**src/rtl/pipe_stage_regs_pkg.sv**
```systemverilog
// Shared definitions for the RV32I pipeline-register bank: control-bundle
// layout, result-select encodings and the bubble constants.
package pipe_stage_regs_pkg;

  // Control bundle: {RegWrite,ResultSrc[1:0],MemWrite,Jump,Branch,ALUSrc,ALUControl[2:0]}
  localparam int CTRL_W         = 10;
  localparam int CTRL_REGWRITE  = 9;
  localparam int CTRL_RESSRC_HI = 8;
  localparam int CTRL_RESSRC_LO = 7;
  localparam int CTRL_MEMWRITE  = 6;
  localparam int CTRL_JUMP      = 5;
  localparam int CTRL_BRANCH    = 4;
  localparam int CTRL_ALUSRC    = 3;

  typedef enum logic [1:0] {
    RESULTSRC_ALU  = 2'b00,
    RESULTSRC_LOAD = 2'b01,
    RESULTSRC_PC4  = 2'b10
  } result_src_e;

  localparam logic [31:0]       NOP_INSTR   = 32'h0000_0013;
  localparam logic [CTRL_W-1:0] BUBBLE_CTRL = '0;

  // An empty decode slot must not leak its decoded controls into execute,
  // otherwise the NOP sitting in a bubble would look like a register write.
  function automatic logic [CTRL_W-1:0] mask_ctrl(input logic [CTRL_W-1:0] ctrl,
                                                  input logic              valid);
    return valid ? ctrl : BUBBLE_CTRL;
  endfunction

endpackage

```
**src/rtl/pipe_stage_regs_if.sv**
```systemverilog
// Bundle of every pipeline-facing signal of the register bank. The core side
// (fetch mux, decoder, hazard unit) uses master; the register bank uses slave.
interface pipe_stage_regs_if #(
  parameter int XLEN   = 32,
  parameter int CTRL_W = pipe_stage_regs_pkg::CTRL_W,
  parameter int CNT_W  = 32
);
  logic              StallF, StallD, FlushD, FlushE;
  logic [XLEN-1:0]   PCNextF, PCF;
  logic [31:0]       InstrF;
  logic [XLEN-1:0]   PCPlus4F;
  logic [31:0]       InstrD;
  logic [XLEN-1:0]   PCD, PCPlus4D;
  logic              ValidD;
  logic [CTRL_W-1:0] CtrlD;
  logic [4:0]        Rs1D, Rs2D, RdD;
  logic [CTRL_W-1:0] CtrlE;
  logic [4:0]        Rs1E, Rs2E, RdE;
  logic [XLEN-1:0]   PCE, PCPlus4E;
  logic [1:0]        ResultSrcE;
  logic              ValidE;
  logic              RegWriteM, MemWriteM;
  logic [1:0]        ResultSrcM;
  logic [4:0]        RdM;
  logic              RegWriteW;
  logic [1:0]        ResultSrcW;
  logic [4:0]        RdW;
  logic              ValidM, ValidW;
  logic              ctr_clr;
  logic [CNT_W-1:0]  cycle_cnt, retire_cnt, stall_cnt, flush_cnt;

  modport master (
    output StallF, StallD, FlushD, FlushE, PCNextF, InstrF, PCPlus4F,
           CtrlD, Rs1D, Rs2D, RdD, ctr_clr,
    input  PCF, InstrD, PCD, PCPlus4D, ValidD, CtrlE, Rs1E, Rs2E, RdE,
           PCE, PCPlus4E, ResultSrcE, ValidE, RegWriteM, MemWriteM,
           ResultSrcM, RdM, RegWriteW, ResultSrcW, RdW, ValidM, ValidW,
           cycle_cnt, retire_cnt, stall_cnt, flush_cnt
  );

  modport slave (
    input  StallF, StallD, FlushD, FlushE, PCNextF, InstrF, PCPlus4F,
           CtrlD, Rs1D, Rs2D, RdD, ctr_clr,
    output PCF, InstrD, PCD, PCPlus4D, ValidD, CtrlE, Rs1E, Rs2E, RdE,
           PCE, PCPlus4E, ResultSrcE, ValidE, RegWriteM, MemWriteM,
           ResultSrcM, RdM, RegWriteW, ResultSrcW, RdW, ValidM, ValidW,
           cycle_cnt, retire_cnt, stall_cnt, flush_cnt
  );
endinterface

```
**src/rtl/pipe_stage_regs_reg.sv**
```systemverilog
// Generic stage register: clear loads the bubble value and beats enable,
// so a flush always wins over a stall.
module pipe_reg #(
  parameter int           W       = 1,
  parameter logic [W-1:0] RST_VAL = '0
) (
  input  logic         clk,
  input  logic         rst_n,
  input  logic         i_en,
  input  logic         i_clr,
  input  logic [W-1:0] i_d,
  output logic [W-1:0] o_q
);
  logic [W-1:0] r_q;

  // Bubble on reset or clear, otherwise capture when enabled
  always_ff @(posedge clk or negedge rst_n) begin
    if (!rst_n)     r_q <= RST_VAL;
    else if (i_clr) r_q <= RST_VAL;
    else if (i_en)  r_q <= i_d;
  end

  assign o_q = r_q;
endmodule

```
**src/rtl/pipe_stage_regs.sv**
```systemverilog
// Pipeline-register bank of the 5-stage RV32I core (PC, F/D, D/E, E/M, M/W)
// plus wrap-around performance counters.
module pipe_stage_regs
  import pipe_stage_regs_pkg::*;
#(
  parameter int              XLEN     = 32,
  parameter int              CTRL_W   = 10,
  parameter logic [XLEN-1:0] RESET_PC = '0,
  parameter int              CNT_W    = 32
) (
  input logic              clk,
  input logic              rst_n,
  pipe_stage_regs_if.slave bus
);
  localparam int FD_W = 32 + 2*XLEN + 1;
  localparam int DE_W = CTRL_W + 15 + 2*XLEN + 1;
  localparam int EM_W = 10;
  localparam int MW_W = 9;
  localparam logic [FD_W-1:0]  FD_BUBBLE = {NOP_INSTR, {(2*XLEN+1){1'b0}}};
  localparam logic [CNT_W-1:0] CNT_ONE   = {{(CNT_W-1){1'b0}}, 1'b1};

  logic [XLEN-1:0]   w_pcF;
  logic [FD_W-1:0]   w_fdQ;
  logic [31:0]       w_instrD;
  logic [XLEN-1:0]   w_pcD, w_pcPlus4D;
  logic              w_validD;
  logic [DE_W-1:0]   w_deQ;
  logic [CTRL_W-1:0] w_ctrlE;
  logic [4:0]        w_rs1E, w_rs2E, w_rdE;
  logic [XLEN-1:0]   w_pcE, w_pcPlus4E;
  logic              w_validE;
  logic [EM_W-1:0]   w_emQ;
  logic              w_regWriteM, w_memWriteM, w_validM;
  logic [1:0]        w_resultSrcM;
  logic [4:0]        w_rdM;
  logic [MW_W-1:0]   w_mwQ;
  logic              w_regWriteW, w_validW;
  logic [1:0]        w_resultSrcW;
  logic [4:0]        w_rdW;
  logic [CNT_W-1:0]  r_cycleCnt, r_retireCnt, r_stallCnt, r_flushCnt;

  pipe_reg #(.W(XLEN), .RST_VAL(RESET_PC)) u_pcReg (
    .clk(clk), .rst_n(rst_n), .i_en(~bus.StallF), .i_clr(1'b0),
    .i_d(bus.PCNextF), .o_q(w_pcF));

  pipe_reg #(.W(FD_W), .RST_VAL(FD_BUBBLE)) u_fdReg (
    .clk(clk), .rst_n(rst_n), .i_en(~bus.StallD), .i_clr(bus.FlushD),
    .i_d({bus.InstrF, w_pcF, bus.PCPlus4F, 1'b1}), .o_q(w_fdQ));
  assign {w_instrD, w_pcD, w_pcPlus4D, w_validD} = w_fdQ;

  // An invalid decode slot enters execute as a clean bubble (no controls, no Rd)
  pipe_reg #(.W(DE_W), .RST_VAL('0)) u_deReg (
    .clk(clk), .rst_n(rst_n), .i_en(1'b1), .i_clr(bus.FlushE),
    .i_d({mask_ctrl(bus.CtrlD, w_validD), bus.Rs1D, bus.Rs2D,
          (w_validD ? bus.RdD : 5'd0), w_pcD, w_pcPlus4D, w_validD}),
    .o_q(w_deQ));
  assign {w_ctrlE, w_rs1E, w_rs2E, w_rdE, w_pcE, w_pcPlus4E, w_validE} = w_deQ;

  pipe_reg #(.W(EM_W), .RST_VAL('0)) u_emReg (
    .clk(clk), .rst_n(rst_n), .i_en(1'b1), .i_clr(1'b0),
    .i_d({w_ctrlE[CTRL_REGWRITE], w_ctrlE[CTRL_MEMWRITE],
          w_ctrlE[CTRL_RESSRC_HI:CTRL_RESSRC_LO], w_rdE, w_validE}),
    .o_q(w_emQ));
  assign {w_regWriteM, w_memWriteM, w_resultSrcM, w_rdM, w_validM} = w_emQ;

  pipe_reg #(.W(MW_W), .RST_VAL('0)) u_mwReg (
    .clk(clk), .rst_n(rst_n), .i_en(1'b1), .i_clr(1'b0),
    .i_d({w_regWriteM, w_resultSrcM, w_rdM, w_validM}), .o_q(w_mwQ));
  assign {w_regWriteW, w_resultSrcW, w_rdW, w_validW} = w_mwQ;

  // Performance counters: clear beats increment, each wraps at 2^CNT_W
  always_ff @(posedge clk or negedge rst_n) begin
    if (!rst_n) begin
      r_cycleCnt  <= '0;
      r_retireCnt <= '0;
      r_stallCnt  <= '0;
      r_flushCnt  <= '0;
    end else if (bus.ctr_clr) begin
      r_cycleCnt  <= '0;
      r_retireCnt <= '0;
      r_stallCnt  <= '0;
      r_flushCnt  <= '0;
    end else begin
      r_cycleCnt <= r_cycleCnt + CNT_ONE;
      if (w_validW)                 r_retireCnt <= r_retireCnt + CNT_ONE;
      if (bus.StallD)               r_stallCnt  <= r_stallCnt + CNT_ONE;
      if (bus.FlushD || bus.FlushE) r_flushCnt  <= r_flushCnt + CNT_ONE;
    end
  end

  assign bus.PCF        = w_pcF;
  assign bus.InstrD     = w_instrD;
  assign bus.PCD        = w_pcD;
  assign bus.PCPlus4D   = w_pcPlus4D;
  assign bus.ValidD     = w_validD;
  assign bus.CtrlE      = w_ctrlE;
  assign bus.Rs1E       = w_rs1E;
  assign bus.Rs2E       = w_rs2E;
  assign bus.RdE        = w_rdE;
  assign bus.PCE        = w_pcE;
  assign bus.PCPlus4E   = w_pcPlus4E;
  assign bus.ResultSrcE = w_ctrlE[CTRL_RESSRC_HI:CTRL_RESSRC_LO];
  assign bus.ValidE     = w_validE;
  assign bus.RegWriteM  = w_regWriteM;
  assign bus.MemWriteM  = w_memWriteM;
  assign bus.ResultSrcM = w_resultSrcM;
  assign bus.RdM        = w_rdM;
  assign bus.ValidM     = w_validM;
  assign bus.RegWriteW  = w_regWriteW;
  assign bus.ResultSrcW = w_resultSrcW;
  assign bus.RdW        = w_rdW;
  assign bus.ValidW     = w_validW;
  assign bus.cycle_cnt  = r_cycleCnt;
  assign bus.retire_cnt = r_retireCnt;
  assign bus.stall_cnt  = r_stallCnt;
  assign bus.flush_cnt  = r_flushCnt;
endmodule

```
**src/flat_wrapper.sv**
```systemverilog
// flat-port wrapper written by rule: the top's interface ports become plain ports
module pipe_stage_regs_flat import pipe_stage_regs_pkg::*;
#(
  parameter int              XLEN     = 32,
  parameter int              CTRL_W   = 10,
  parameter logic [XLEN-1:0] RESET_PC = '0,
  parameter int              CNT_W    = 32
)
  (clk, rst_n, bus_StallF, bus_StallD, bus_FlushD, bus_FlushE, bus_PCNextF, bus_InstrF, bus_PCPlus4F, bus_CtrlD, bus_Rs1D, bus_Rs2D, bus_RdD, bus_ctr_clr, bus_PCF, bus_InstrD, bus_PCD, bus_PCPlus4D, bus_ValidD, bus_CtrlE, bus_Rs1E, bus_Rs2E, bus_RdE, bus_PCE, bus_PCPlus4E, bus_ResultSrcE, bus_ValidE, bus_RegWriteM, bus_MemWriteM, bus_ResultSrcM, bus_RdM, bus_RegWriteW, bus_ResultSrcW, bus_RdW, bus_ValidM, bus_ValidW, bus_cycle_cnt, bus_retire_cnt, bus_stall_cnt, bus_flush_cnt);
  pipe_stage_regs_if #(.XLEN(XLEN), .CTRL_W(CTRL_W), .CNT_W(CNT_W)) bus_i ();
  input logic clk;
  input logic rst_n;
  input wire logic [$bits(bus_i.StallF)-1:0] bus_StallF;
  input wire logic [$bits(bus_i.StallD)-1:0] bus_StallD;
  input wire logic [$bits(bus_i.FlushD)-1:0] bus_FlushD;
  input wire logic [$bits(bus_i.FlushE)-1:0] bus_FlushE;
  input wire logic [$bits(bus_i.PCNextF)-1:0] bus_PCNextF;
  input wire logic [$bits(bus_i.InstrF)-1:0] bus_InstrF;
  input wire logic [$bits(bus_i.PCPlus4F)-1:0] bus_PCPlus4F;
  input wire logic [$bits(bus_i.CtrlD)-1:0] bus_CtrlD;
  input wire logic [$bits(bus_i.Rs1D)-1:0] bus_Rs1D;
  input wire logic [$bits(bus_i.Rs2D)-1:0] bus_Rs2D;
  input wire logic [$bits(bus_i.RdD)-1:0] bus_RdD;
  input wire logic [$bits(bus_i.ctr_clr)-1:0] bus_ctr_clr;
  output wire logic [$bits(bus_i.PCF)-1:0] bus_PCF;
  output wire logic [$bits(bus_i.InstrD)-1:0] bus_InstrD;
  output wire logic [$bits(bus_i.PCD)-1:0] bus_PCD;
  output wire logic [$bits(bus_i.PCPlus4D)-1:0] bus_PCPlus4D;
  output wire logic [$bits(bus_i.ValidD)-1:0] bus_ValidD;
  output wire logic [$bits(bus_i.CtrlE)-1:0] bus_CtrlE;
  output wire logic [$bits(bus_i.Rs1E)-1:0] bus_Rs1E;
  output wire logic [$bits(bus_i.Rs2E)-1:0] bus_Rs2E;
  output wire logic [$bits(bus_i.RdE)-1:0] bus_RdE;
  output wire logic [$bits(bus_i.PCE)-1:0] bus_PCE;
  output wire logic [$bits(bus_i.PCPlus4E)-1:0] bus_PCPlus4E;
  output wire logic [$bits(bus_i.ResultSrcE)-1:0] bus_ResultSrcE;
  output wire logic [$bits(bus_i.ValidE)-1:0] bus_ValidE;
  output wire logic [$bits(bus_i.RegWriteM)-1:0] bus_RegWriteM;
  output wire logic [$bits(bus_i.MemWriteM)-1:0] bus_MemWriteM;
  output wire logic [$bits(bus_i.ResultSrcM)-1:0] bus_ResultSrcM;
  output wire logic [$bits(bus_i.RdM)-1:0] bus_RdM;
  output wire logic [$bits(bus_i.RegWriteW)-1:0] bus_RegWriteW;
  output wire logic [$bits(bus_i.ResultSrcW)-1:0] bus_ResultSrcW;
  output wire logic [$bits(bus_i.RdW)-1:0] bus_RdW;
  output wire logic [$bits(bus_i.ValidM)-1:0] bus_ValidM;
  output wire logic [$bits(bus_i.ValidW)-1:0] bus_ValidW;
  output wire logic [$bits(bus_i.cycle_cnt)-1:0] bus_cycle_cnt;
  output wire logic [$bits(bus_i.retire_cnt)-1:0] bus_retire_cnt;
  output wire logic [$bits(bus_i.stall_cnt)-1:0] bus_stall_cnt;
  output wire logic [$bits(bus_i.flush_cnt)-1:0] bus_flush_cnt;
  assign bus_i.StallF = bus_StallF;
  assign bus_i.StallD = bus_StallD;
  assign bus_i.FlushD = bus_FlushD;
  assign bus_i.FlushE = bus_FlushE;
  assign bus_i.PCNextF = bus_PCNextF;
  assign bus_i.InstrF = bus_InstrF;
  assign bus_i.PCPlus4F = bus_PCPlus4F;
  assign bus_i.CtrlD = bus_CtrlD;
  assign bus_i.Rs1D = bus_Rs1D;
  assign bus_i.Rs2D = bus_Rs2D;
  assign bus_i.RdD = bus_RdD;
  assign bus_i.ctr_clr = bus_ctr_clr;
  assign bus_PCF = bus_i.PCF;
  assign bus_InstrD = bus_i.InstrD;
  assign bus_PCD = bus_i.PCD;
  assign bus_PCPlus4D = bus_i.PCPlus4D;
  assign bus_ValidD = bus_i.ValidD;
  assign bus_CtrlE = bus_i.CtrlE;
  assign bus_Rs1E = bus_i.Rs1E;
  assign bus_Rs2E = bus_i.Rs2E;
  assign bus_RdE = bus_i.RdE;
  assign bus_PCE = bus_i.PCE;
  assign bus_PCPlus4E = bus_i.PCPlus4E;
  assign bus_ResultSrcE = bus_i.ResultSrcE;
  assign bus_ValidE = bus_i.ValidE;
  assign bus_RegWriteM = bus_i.RegWriteM;
  assign bus_MemWriteM = bus_i.MemWriteM;
  assign bus_ResultSrcM = bus_i.ResultSrcM;
  assign bus_RdM = bus_i.RdM;
  assign bus_RegWriteW = bus_i.RegWriteW;
  assign bus_ResultSrcW = bus_i.ResultSrcW;
  assign bus_RdW = bus_i.RdW;
  assign bus_ValidM = bus_i.ValidM;
  assign bus_ValidW = bus_i.ValidW;
  assign bus_cycle_cnt = bus_i.cycle_cnt;
  assign bus_retire_cnt = bus_i.retire_cnt;
  assign bus_stall_cnt = bus_i.stall_cnt;
  assign bus_flush_cnt = bus_i.flush_cnt;
  pipe_stage_regs #(.XLEN(XLEN), .CTRL_W(CTRL_W), .RESET_PC(RESET_PC), .CNT_W(CNT_W)) u_core (.clk(clk), .rst_n(rst_n), .bus(bus_i));
endmodule
```
**config.mk**
```make
export PLATFORM = sky130hd
export DESIGN_NAME = pipe_stage_regs_flat
export DESIGN_NICKNAME = d
export VERILOG_FILES = /design/src/rtl/pipe_stage_regs_pkg.sv /design/src/rtl/pipe_stage_regs_if.sv /design/src/rtl/pipe_stage_regs_reg.sv /design/src/rtl/pipe_stage_regs.sv /design/src/flat_wrapper.sv
export SDC_FILE = /design/constraint.sdc
export NUM_CORES = 1
export LEC_CHECK = 0
export CAP_MARGIN = 20
export CORE_ASPECT_RATIO = 0.6
export CORE_MARGIN = 1
export CORE_UTILIZATION = 46
export CTS_BUF_LIST = sky130_fd_sc_hd__clkbuf_8 sky130_fd_sc_hd__clkbuf_16
export DETAILED_ROUTE_END_ITERATION = 12
export PLACE_DENSITY = 0.89
export SLEW_MARGIN = 20
export SYNTH_ARGS = -nofsm -noshare
export SYNTH_HDL_FRONTEND = slang
export SYNTH_SLANG_ARGS = --single-unit
```
**constraint.sdc**
```tcl
create_clock -name clk -period 2.65 [get_ports clk]
set_input_delay 0.3975 -clock clk [delete_from_list [all_inputs] [get_ports clk]]
set_output_delay 0.3975 -clock clk [all_outputs]
set_load 0.005 [all_outputs]
```
### Yosys cells after proc, flatten, opt, wreduce, memory -nomap -nowiden

Cells that the tools add are included.
W data, S select, Z words.

* logic and storage cells: 30
* output and inout port bits: 368
* flip-flop bits (word level): 366
* input port bits: 128

* mux-type cells: 12
* reduce and logical (&&, ||, !) cells: 4
* equality and inequality tests: 1
* add/subtract/negate cells: 4

Operators by type and width (number)
* $mux W32: 7
* $mux W97: 2
* $add A32 B1 Y32 const B: 4
* $mux W90: 1
* $mux W10: 1
* $reduce_bool A2 Y1: 3
* $mux W5: 1
* $ne A2 B1 Y1 const B: 1
* $logic_or A1 B1 Y1: 1

### Depth between registers and ports, before layout

* word-level depth: 3
* depth in mapped cells: 7
* gate-level depth less buffers: 5

### By module

Synthesis repeated with hierarchy kept, for this count alone.

* cell total of the unflattened synthesis: 1483
* area total of the unflattened synthesis: 16424.5 um^2

Modules (own cells, without submodules)
* pipe_stage_regs: area each 6727.7 um^2, seq. area each 3203.1 um^2, cells an instance 716, times used 1
* pipe_reg (u_core.u_fdReg): area each 3930.0 um^2, seq. area each 2431.1 um^2, cells an instance 313, times used 1
* pipe_reg (u_core.u_deReg): area each 3676.0 um^2, seq. area each 2252.2 um^2, cells an instance 290, times used 1
* pipe_reg (u_core.u_pcReg): area each 1323.8 um^2, seq. area each 800.8 um^2, cells an instance 103, times used 1
* pipe_reg (u_core.u_emReg): area each 402.9 um^2, seq. area each 250.2 um^2, cells an instance 32, times used 1
* pipe_reg (u_core.u_mwReg): area each 364.1 um^2, seq. area each 225.2 um^2, cells an instance 29, times used 1

### Worst setup path before layout

OpenSTA, ideal clock, no wires.

* path kind: input to register
* start: in bus_StallD
* end: reg u_core.r_stallCnt[31] (netlist: u_core.bus.stall_cnt[31])
* data arrival time: 1.937 ns
* slack: 0.635 ns
* required time: 2.572 ns
* stages: 6
* setup time: 0.078 ns
* buffers on the path: 2
* cells stage by stage: buf_2 > nand4_2 > or4_1 > buf_2 > or4_1 > a21oi_1

* longest elaborated chain between the ends: 1

RTL lines
* start: declaration: RTL line flat_wrapper.sv:14 `input wire logic [$bits(bus_i.StallD)-1:0] bus_StallD;`
* $reduce_bool A2 Y1 (no source line)
* end signal: assignment: RTL line pipe_stage_regs.sv:86 `if (bus.StallD) r_stallCnt <= r_stallCnt + CNT_ONE;`
* end: declaration: RTL line pipe_stage_regs.sv:40 `logic [CNT_W-1:0] r_cycleCnt, r_retireCnt, r_stallCnt, r_flushCnt;`

No other way between the ends.
A chain may end at the register's enable or synchronous reset.

### Final worst setup path

* start: reg u_core.r_stallCnt[2] (netlist: u_core.bus.stall_cnt[2])
* end: reg u_core.r_stallCnt[31] (netlist: u_core.bus.stall_cnt[31])

* longest elaborated chain between the ends: 3

RTL lines
* $add A32 B1 Y32: RTL line pipe_stage_regs.sv:86
* $mux W32: RTL line pipe_stage_regs.sv:86
* $mux W32: RTL line pipe_stage_regs.sv:78 `end else if (bus.ctr_clr) begin`

No other way between the ends. The select of a mux whose other input is x is not followed.

==> reports/metrics.yaml <==
clk_pin_slew_ps: 60
cts_buffers: 36
start_util: 0.474
synth_nets: 1424
wl_per_cell_um: 21.6
dp_slack_ps: 376
r2r_end: "u_core.bus.stall_cnt[31]"
ys.flop_type: "dfrtp_1"
drt-vias-per-instance: 5.60
layout.nets: 1892
timing.hold.ws_ps: 381
clock_latency_ps: 520
drt_pass1_iterations: 5
drv_cap: 0
fp.dieH_um: 142
crit_type: "flop to flop"
wirelength_um: 47600
placed_cell_area_mm2: 0.0203
cp_cell_sequence: "nand4_2, or4_1, or4_1, a21oi_1"
finalCritPeriodShare: 0.874
crit_top_cell: "or4_1"
grt_max_degree: 133
setup_ws_ps: 333
wl_met3_um: 4050
post_cts_buffers: 0
fin_setup_tns_ps: 0
seq_area_mm2: 0.00916
cp-start-kind: "flop"
cp_max_fo: 17
synth_cells: 1292
fp-row-count: 50
critPathCaptureType: "flop"
syn-mean-instance-area_um2: 11.6
arrival_ps: 2750
core_mm2: 0.0316
ctsHoldBuffers: 1
syn2layout_area_growth_pct: 44.0
power_density_mw_per_mm2: 582
dp_hpwl_um: 33500
grt_pass1_wl_um: 73300
period_minus_slack_ps: 2320
drc: 0
critical_path.top_delay_family: "simple AND/OR/NAND/NOR gates"
io-pin-count: 496
cts_resized: 0
synthDistinctLibCells: 34
htreeDepth: 2
hold_viol: 0
ant_nets: 0
rr_startpoint: "u_core.bus.stall_cnt[2]"
worstMarginPinSlew_ps: 912
outcome: "complete, no violations"
port_buffers: 495
cts_buffer_depth: 3
dr.first_iter.drc_count: 1036
dieArea_mm2: 0.0333
drive_above_1_share: 0.0655
cp_num_buf_inv: 0
rr_worst_depth: 4
highest_layer: "met4"
crit_start: "u_core.bus.stall_cnt[2]"
wl_met1_um: 19300
critPathCapture: "u_core.bus.stall_cnt[31]"
setup_viol: 0
slowest_delay_ps: 780
cts_tree: "built"
gp_congestion: 0.881
worst_ir_drop_vdd_mv: 0.532
cp_data_required_time_ps: 3080
clock-sinks: 366
track_usage: 0.283
slew_viol_final: 0
skew_ps: 15.8
fmax_ghz: 0.432
vias: 12336
multiInputGateArea_mm2: 0.00545
cp_slowest_cell: "or4_1"
seq_area_frac_synth: 0.612
postSynth.asyncResetShare: 1.00
grt_overflow: 0
max-slew-margin-rel: 0.392
final.fill_count: 2148
final_area_mm2: 0.0216
synth_warnings: 0
hp-class: "flop to flop"
ff2ff_setup_slack_ps: 330
dr_wl_met2_um: 23100
rsz0062_at_grt: "false"
grt_antenna_before_repair: 3
grt_pass1_vias: 12443
cp.depth: 4
netlist_area_mm2: 0.0150
synth_edf_count: 0
synth-seq-cells: 366
clock_tree.root_cell: "clkbuf_16"
die_w_um: 235
leakage_nw: 9.24
cells by family (layout without fill, tap and decap cells):
kind of cell,count (synthesis),in the layout,synth area share
adder cells (fa/ha/maj),4,4,0.00334
AO/OA/AOI/OAI,155,155,0.0618
multiplexers,131,131,0.0906
AND/OR/NAND/NOR,497,497,0.181
other,0,3,0
flip-flops,366,366,0.612
XOR/XNOR,47,47,0.0275
buffers and inverters,92,585,0.0239
registers in the layout, indices dropped and copies added, names as in the netlist:
signal,count
u_core.u_deReg.o_q,90
u_core.bus.retire_cnt,32
u_core.u_fdReg.o_q,97
u_core.bus.cycle_cnt,32
u_core.u_emReg.o_q,10
u_core.u_pcReg.o_q,32
u_core.bus.stall_cnt,32
u_core.u_mwReg.o_q,9
u_core.bus.flush_cnt,32
layout make-up:
type	instances	area share
flip-flops and latches	366	0.425
multi-input cells	834	0.253
repair buffers	511	0.239
clock buffers	47	0.0493
well taps	416	0.0241
clock inverters	16	0.00679
inverters	11	0.00192
diodes	3	0.000348
Yosys cell counts, drive strengths merged (36+ instances only):
master,instances,area (µm²)
clkbuf,60,225
nand3,36,180
o31ai,45,338
dfrtp,363,9080
nand2,44,165
mux2,36,405
mux2i,95,951
nand4,46,300
or4,46,345
a21oi,74,370
nor2b,82,513
nor2,149,559
layout by cell type, fill, tap and decap left out, drive strengths merged, types with 32 or more instances in the layout:
master,instances
clkdlybuf4s50,490
dfrtp,363
nor2,149
mux2i,95
nor2b,82
a21oi,74
clkbuf,47
or4,46
nand4,46
o31ai,45
nand2,44
nand3,36
mux2,36
xor2,32
through the flow:
stage / total power [mW] / instances / util
4_1_cts: 12.6 / 2201 / 0.682
6_report: 12.5 / 2204 / 0.682
5_1_grt: 13.0 / 2204 / 0.682
3_5_place_dp: 7.37 / 2137 / 0.643
2_1_floorplan: 6.42 / 1292 / -
3_3_place_gp: 7.33 / 2137 / 0.643
worst min-delay path by stage:
stage | startpoint | endpoint | slack (ps) | depth (start not counted)
after detailed placement | u_core.u_deReg.o_q[66] | u_core.u_emReg.o_q[2] | 360 | 0
after global routing | u_core.u_deReg.o_q[69] | u_core.u_emReg.o_q[5] | 390 | 0
after global placement | u_core.u_emReg.o_q[5] | u_core.u_mwReg.o_q[5] | 360 | 0
final | u_core.u_deReg.o_q[66] | u_core.u_emReg.o_q[2] | 380 | 0
after CTS | bus_StallD | u_core.bus.stall_cnt[5] | 380 | 4
after floorplan | rst_n | u_core.bus.cycle_cnt[0] | 100 | 0
metal layers:
layer | up-vias | GRT usage
met1 | 6216 | 0.372
met3 | 84 | 0.0761
met2 | 544 | 0.464
li1 | 5492 | -
met4 | 0 | 0.0834
met5 | - | 0
report_power, final:
part | total [mW] | switching (mW) | internal [mW]
clock | 5.26 | 2.15 | 3.10
combinational | 1.31 | 0.566 | 0.739
sequential | 5.98 | 0.170 | 5.81
(Power assumes the default switching activity.)
